## src/rtl/musica_defs.sv

```systemverilog
// musica_defs: constants and FSM encodings shared by the music-box tone blocks.
`default_nettype none

package musica_defs;
  localparam int unsigned FPGA_CLK_HZ = 50_000_000;
  localparam int          FREQ_W      = 32;

  typedef enum logic [0:0] {
    IDLE  = 1'b0,
    MEDIR = 1'b1
  } estado_t;
endpackage

`default_nettype wire

```

## src/rtl/medidor_frecuencia_if.sv

```systemverilog
// medidor_frecuencia_if: control, input signal and measurement result of the meter.
`default_nettype none

interface medidor_frecuencia_if;
  import musica_defs::*;

  logic                     en;
  logic                     sig_in;
  logic signed [FREQ_W-1:0] freq;
  logic                     freq_valid;
  logic                     busy;

  modport master (output en, output sig_in, input freq, input freq_valid, input busy);
  modport slave  (input en, input sig_in, output freq, output freq_valid, output busy);
endinterface

`default_nettype wire

```

## src/rtl/sincronizador_flanco.sv

```systemverilog
// sincronizador_flanco: 2-FF synchronizer plus rising-edge detector (also usable for buttons).
`default_nettype none

module sincronizador_flanco (
  input  logic clk,
  input  logic rst_n,
  input  logic din,
  output logic rise
);
  logic meta;
  logic sync;
  logic prev;

  always_ff @(posedge clk or negedge rst_n) begin
    if (!rst_n) begin
      meta <= 1'b0;
      sync <= 1'b0;
      prev <= 1'b0;
    end else begin
      meta <= din;
      sync <= meta;
      prev <= sync;
    end
  end

  assign rise = sync & ~prev;
endmodule

`default_nettype wire

```

## src/rtl/medidor_frecuencia.sv

```systemverilog
// medidor_frecuencia: gate-time frequency meter, counts sig_in rising edges per window and reports Hz.
`default_nettype none

module medidor_frecuencia
  import musica_defs::*;
#(
  parameter int unsigned CLK_HZ      = FPGA_CLK_HZ,
  parameter int unsigned GATE_CYCLES = FPGA_CLK_HZ
) (
  input  logic                 clk,
  input  logic                 rst_n,
  medidor_frecuencia_if.slave  mf
);
  localparam int unsigned SCALE  = CLK_HZ / GATE_CYCLES;
  localparam int          GATE_W = $clog2(GATE_CYCLES);
  localparam int          EDGE_W = $clog2(GATE_CYCLES / 2 + 1);

  localparam logic [GATE_W-1:0] GATE_LAST = GATE_W'(GATE_CYCLES - 1);

  estado_t                  estado;
  logic [GATE_W-1:0]        gate_cnt;
  logic [EDGE_W-1:0]        edge_cnt;
  logic signed [FREQ_W-1:0] freq_r;
  logic                     freq_valid_r;
  logic                     busy_r;
  logic                     rise;
  logic [EDGE_W:0]          edge_total;
  logic [FREQ_W-1:0]        freq_next;

  sincronizador_flanco u_sinc (
    .clk   (clk),
    .rst_n (rst_n),
    .din   (mf.sig_in),
    .rise  (rise)
  );

  // An edge seen on the closing cycle still belongs to the closing window.
  assign edge_total = {1'b0, edge_cnt} + (EDGE_W + 1)'(rise);
  assign freq_next  = FREQ_W'(edge_total) * FREQ_W'(SCALE);

  always_ff @(posedge clk or negedge rst_n) begin
    if (!rst_n) begin
      estado       <= IDLE;
      gate_cnt     <= '0;
      edge_cnt     <= '0;
      freq_r       <= '0;
      freq_valid_r <= 1'b0;
      busy_r       <= 1'b0;
    end else begin
      freq_valid_r <= 1'b0;
      case (estado)
        IDLE: begin
          gate_cnt <= '0;
          edge_cnt <= '0;
          if (mf.en) begin
            estado <= MEDIR;
            busy_r <= 1'b1;
          end else begin
            busy_r <= 1'b0;
          end
        end
        MEDIR: begin
          if (gate_cnt == GATE_LAST) begin
            freq_r       <= $signed(freq_next);
            freq_valid_r <= 1'b1;
            gate_cnt     <= '0;
            edge_cnt     <= '0;
            if (!mf.en) begin
              estado <= IDLE;
              busy_r <= 1'b0;
            end
          end else if (!mf.en) begin
            // Partial window is dropped; freq keeps the last completed result.
            estado   <= IDLE;
            busy_r   <= 1'b0;
            gate_cnt <= '0;
            edge_cnt <= '0;
          end else begin
            gate_cnt <= gate_cnt + GATE_W'(1);
            edge_cnt <= edge_cnt + EDGE_W'(rise);
          end
        end
      endcase
    end
  end

  assign mf.freq       = freq_r;
  assign mf.freq_valid = freq_valid_r;
  assign mf.busy       = busy_r;
endmodule

`default_nettype wire

```

## src/flat_wrapper.sv

```systemverilog
// flat-port wrapper written by rule: the top's interface ports become plain ports
module medidor_frecuencia_flat import musica_defs::*;
#(
  parameter int unsigned CLK_HZ      = FPGA_CLK_HZ,
  parameter int unsigned GATE_CYCLES = FPGA_CLK_HZ
)
  (clk, rst_n, mf_en, mf_sig_in, mf_freq, mf_freq_valid, mf_busy);
  medidor_frecuencia_if mf_i ();
  input  logic clk;
  input  logic rst_n;
  input wire logic [$bits(mf_i.en)-1:0] mf_en;
  input wire logic [$bits(mf_i.sig_in)-1:0] mf_sig_in;
  output wire logic [$bits(mf_i.freq)-1:0] mf_freq;
  output wire logic [$bits(mf_i.freq_valid)-1:0] mf_freq_valid;
  output wire logic [$bits(mf_i.busy)-1:0] mf_busy;
  assign mf_i.en = mf_en;
  assign mf_i.sig_in = mf_sig_in;
  assign mf_freq = mf_i.freq;
  assign mf_freq_valid = mf_i.freq_valid;
  assign mf_busy = mf_i.busy;
  medidor_frecuencia #(.CLK_HZ(CLK_HZ), .GATE_CYCLES(GATE_CYCLES)) u_core (.clk(clk), .rst_n(rst_n), .mf(mf_i));
endmodule
```

## config.mk

```make
export PLATFORM = sky130hd
export DESIGN_NAME = medidor_frecuencia_flat
export DESIGN_NICKNAME = d
export VERILOG_FILES = /design/src/rtl/musica_defs.sv /design/src/rtl/medidor_frecuencia_if.sv /design/src/rtl/sincronizador_flanco.sv /design/src/rtl/medidor_frecuencia.sv /design/src/flat_wrapper.sv
export SDC_FILE = /design/constraint.sdc
export NUM_CORES = 1
export LEC_CHECK = 0
export ABC_AREA = 0
export CORE_MARGIN = 4
export CORE_UTILIZATION = 43
export DETAILED_ROUTE_END_ITERATION = 8
export MAX_ROUTING_LAYER = met4
export PLACE_DENSITY_LB_ADDON = 0.05
export RECOVER_POWER = 100
export SYNTH_ARGS = -nofsm -noshare
export SYNTH_HDL_FRONTEND = slang
export SYNTH_SLANG_ARGS = --single-unit
```

## constraint.sdc

```tcl
create_clock -name clk -period 6.37 [get_ports clk]
set_input_delay 1.274 -clock clk [delete_from_list [all_inputs] [get_ports clk]]
set_output_delay 1.274 -clock clk [all_outputs]
set_load 0.01 [all_outputs]
```

==> flow_metrics.env <==
export IMPL_run_status="complete, but fails checks"
export IMPL_max_stage_delay_ns=1.64
export IMPL_cts_made_buffers=9
export IMPL_grt_pass1_wl_mm=15.4
export IMPL_fillCellCount=819
export IMPL_reg2reg_slack_ns=2.98
export IMPL_setup_viol=0
export IMPL_place_inst=515
export IMPL_drtIter0Drc=125
export IMPL_fmax_mhz=262
export IMPL_synth_cell_types=42
export IMPL_numClockSinks=83
export IMPL_worstPathCellList="dlygate4sd3_1 > nand2_1 > inv_1 > o31ai_4 > clkbuf_1 > nor2_1"
export IMPL_clockPowerShare_pct=43.1
export IMPL_violations="max-capacitance violations, max-slew violations"
export IMPL_areaGrowthSynthToFinish_pct=13.9
export IMPL_slew_violations=88
export IMPL_cp_start_kind="primary input"
export IMPL_io_pins=38
export IMPL_grt_pass1_vias=3060
export IMPL_slew_headroom_pct=-52.6
export IMPL_row_count=34
export IMPL_route_detailed_drc=0
export IMPL_ys_flop_type="dfrtp_1"
export IMPL_nNetsFinal=425
export IMPL_start_util_pct=44.8
export IMPL_synth_cells=394
export IMPL_cp_required_ns=6.52
export IMPL_clk_pin_slew_ns=0.09
export IMPL_drt_wl_total_mm=8.59
export IMPL_synth_area_leader_cell="dfrtp_1"
export IMPL_hold_viol=0
export IMPL_antenna_found_initial=0
export IMPL_finalCriticalPeriod_ns=3.82
export IMPL_power_leakage_nw=1.83
export IMPL_ys_seq_area_share_pct=52.6
export IMPL_avgSynthCellArea_um2=10.0
export IMPL_ys_seq_elements=83
export IMPL_post_cts_repair_setup_buffers=0
export IMPL_fin_worst_skew_ns=0.00648
export IMPL_power_net_switching_mw=0.219
export IMPL_synth_top_area_share_pct=52.6
export IMPL_via_count=3013
export IMPL_setup_tns_ns=0
export IMPL_chipWidth_um=104
export IMPL_arrival_ns=3.97
export IMPL_synthTopCellsByArea="dfrtp_1 (53%), a21oi_1 (4.7%), xnor2_1 (3.8%)"
export IMPL_maxCapViolCount=2
export IMPL_critical_path_class="primary input to register"
export IMPL_gp_congestion=0.870
export IMPL_p_int_mw=0.755
export IMPL_instances_no_fill=531
export IMPL_grt_overflow=0
export IMPL_tightest_slew_ns=2.29
export IMPL_vdd_ir_drop_max_v=0.000122
export IMPL_drive_gt1_share_pct=6.15
export IMPL_wl_per_cell_um=16.2
export IMPL_cts_tree="done"
export IMPL_syn_area_um2=3950
export IMPL_layout_setup_ws_ns=2.55
export IMPL_root_buffer="clkbuf_8"
export IMPL_numPortBuffers=31
export IMPL_ys_warn_count=0
export IMPL_h_tree_depth=3
export IMPL_combPwrFrac_pct=2.4
export IMPL_whs_ns=0.355
export IMPL_dp_slack_ns=3.52
export IMPL_core_area_um2=8810
export IMPL_switching_share_pct=22.5
export IMPL_antenna_cells=0
export IMPL_post_route_period_util_pct=60.0
export IMPL_grt_max_degree=49
export IMPL_die_h_um=104
export IMPL_synthTopCellsByCount="dfrtp_1 (83), a21oi_1 (37), nor2_1 (32), o21ai_0 (23), o21ai_1 (20)"
export IMPL_ctsResizeCount=0
export IMPL_drt_pass1_iter_count=4
export IMPL_pwr_share_seq_pct=54.5
export IMPL_place_area_um2=4290
export IMPL_die_area_um2=10800
export IMPL_synth_most_common_cell="dfrtp_1"
export IMPL_detailed_place_hpwl_mm=5.67
export IMPL_track_usage_pct=17.7
export IMPL_viasPerCell=5.67
export IMPL_postCtsHoldBufs=0
export IMPL_worstPathMaxFanout=48
export IMPL_power_density_nw_per_um2=217
export IMPL_final_area_um2=4500
export IMPL_async_reset_ff_share_pct=100
export IMPL_power_mw=0.974
export IMPL_utilization_pct=51.1
export IMPL_crit_slowest_cell="clkbuf_1"
export IMPL_clockBufferDepth=2
export IMPL_insertion_delay_ns=0.36
export IMPL_synth_edf_count=0
export IMPL_end_kind="register"
export IMPL_ant_nets=0
export IMPL_hp_class="register to register"
export IMPL_rsz0062_at_grt="no"
[path summary, 6_finish.rpt]
path	cells after the start	endpoint	from
min in group asynchronous	1	u_core.gate_cnt[23]$_DFF_PN0_	rst_n
min reg2reg	0	u_core.u_sinc.sync$_DFF_PN0_	u_core.u_sinc.meta$_DFF_PN0_
max in group asynchronous	2	u_core.mf.freq[12]$_DFFE_PN0P_	rst_n
max	6	u_core.gate_cnt[10]$_DFF_PN0_	mf_en
max reg2reg	5	u_core.gate_cnt[10]$_DFF_PN0_	u_core.gate_cnt[9]$_DFF_PN0_
min	0	u_core.u_sinc.sync$_DFF_PN0_	u_core.u_sinc.meta$_DFF_PN0_
[worst max-delay path: cells and delay by family]
family                 cells  cell delay [ns]
buffers and inverters      3             2.30
AOI/OAI and AO/OA          1             0.06
and+or+nand+nor            2             0.29
[kinds of logic (layout without fill, tap and decap cells)]
kind of cell,after synthesis,count (layout),share of synthesized area (%)
compound gates,100,100,14.2
xor+xnor,25,25,5.55
fa+ha+maj,3,3,0.951
simple gates,142,142,20.9
flops,83,83,52.6
buf+inv,37,61,4.82
other cells,1,6,0.0950
mux,3,3,0.856
[power by group through the flow]
| stage | sequential (mW) | combinational (mW) | clock, mW |
|---|---|---|---|
| after floorplan | 0.541 | 0.0114 | 0 |
| after global placement | 0.541 | 0.0259 | 0 |
| after detailed placement | 0.541 | 0.0259 | 0 |
| after CTS | 0.530 | 0.0260 | 0.432 |
| after global routing | 0.531 | 0.0277 | 0.455 |
| final | 0.530 | 0.0237 | 0.420 |
[state kept, by name, indices dropped and copies added (netlist names)]
| signal | cells |
|---|---|
| u_core.u_sinc.sync | 1 |
| u_core.gate_cnt | 26 |
| u_core.u_sinc.prev | 1 |
| u_core.estado | 1 |
| u_core.u_sinc.meta | 1 |
| u_core.mf.freq_valid | 1 |
| u_core.mf.busy | 1 |
| u_core.mf.freq | 26 |
| u_core.edge_cnt | 25 |
[final cells by class]
| cell class | count | area [um2] | share of cell area [%] |
|---|---|---|---|
| clock buffer | 10 | 128 | 2.84 |
| clock inverter | 6 | 88.8 | 1.98 |
| inverter | 12 | 45.0 | 1.00 |
| multi-input combinational | 279 | 1710 | 38.0 |
| sequential | 83 | 2080 | 46.2 |
| tap | 108 | 135 | 3.01 |
| timing repair buffer | 33 | 315 | 7.01 |
[cell usage in the layout, fill, tap and decap left out, drive strengths merged, types with 3 or more instances in the layout]
| master | instances |
|---|---|
| ha | 3 |
| or4 | 15 |
| o31ai | 11 |
| nand3 | 18 |
| o21ai | 43 |
| nor3 | 7 |
| xnor2 | 17 |
| nand4 | 14 |
| dlygate4sd3 | 30 |
| mux2 | 3 |
| nor2 | 33 |
| nor4bb | 3 |
| inv | 13 |
| a21oi | 37 |
| xor2 | 8 |
| nor4 | 8 |
| dfrtp | 83 |
| and3 | 7 |
| conb | 6 |
| o311a | 5 |
| clkbuf | 12 |
| nand2 | 18 |
| and4 | 4 |
| or3 | 10 |
[layer usage]
| layer | vias up | wire length (um) | part of all wire [%] | track usage [%] |
|---|---|---|---|---|
| met5 | - | 0 | 0 | - |
| met4 | 0 | 110 | 1.3 | 5.89 |
| met3 | 9 | 226 | 2.6 | 3.11 |
| met2 | 59 | 3930 | 46 | 26.3 |
| met1 | 1468 | 4320 | 50 | 24.7 |
| li1 | 1477 | - | - | - |
Note: power is estimated with default switching activity, not from simulation.
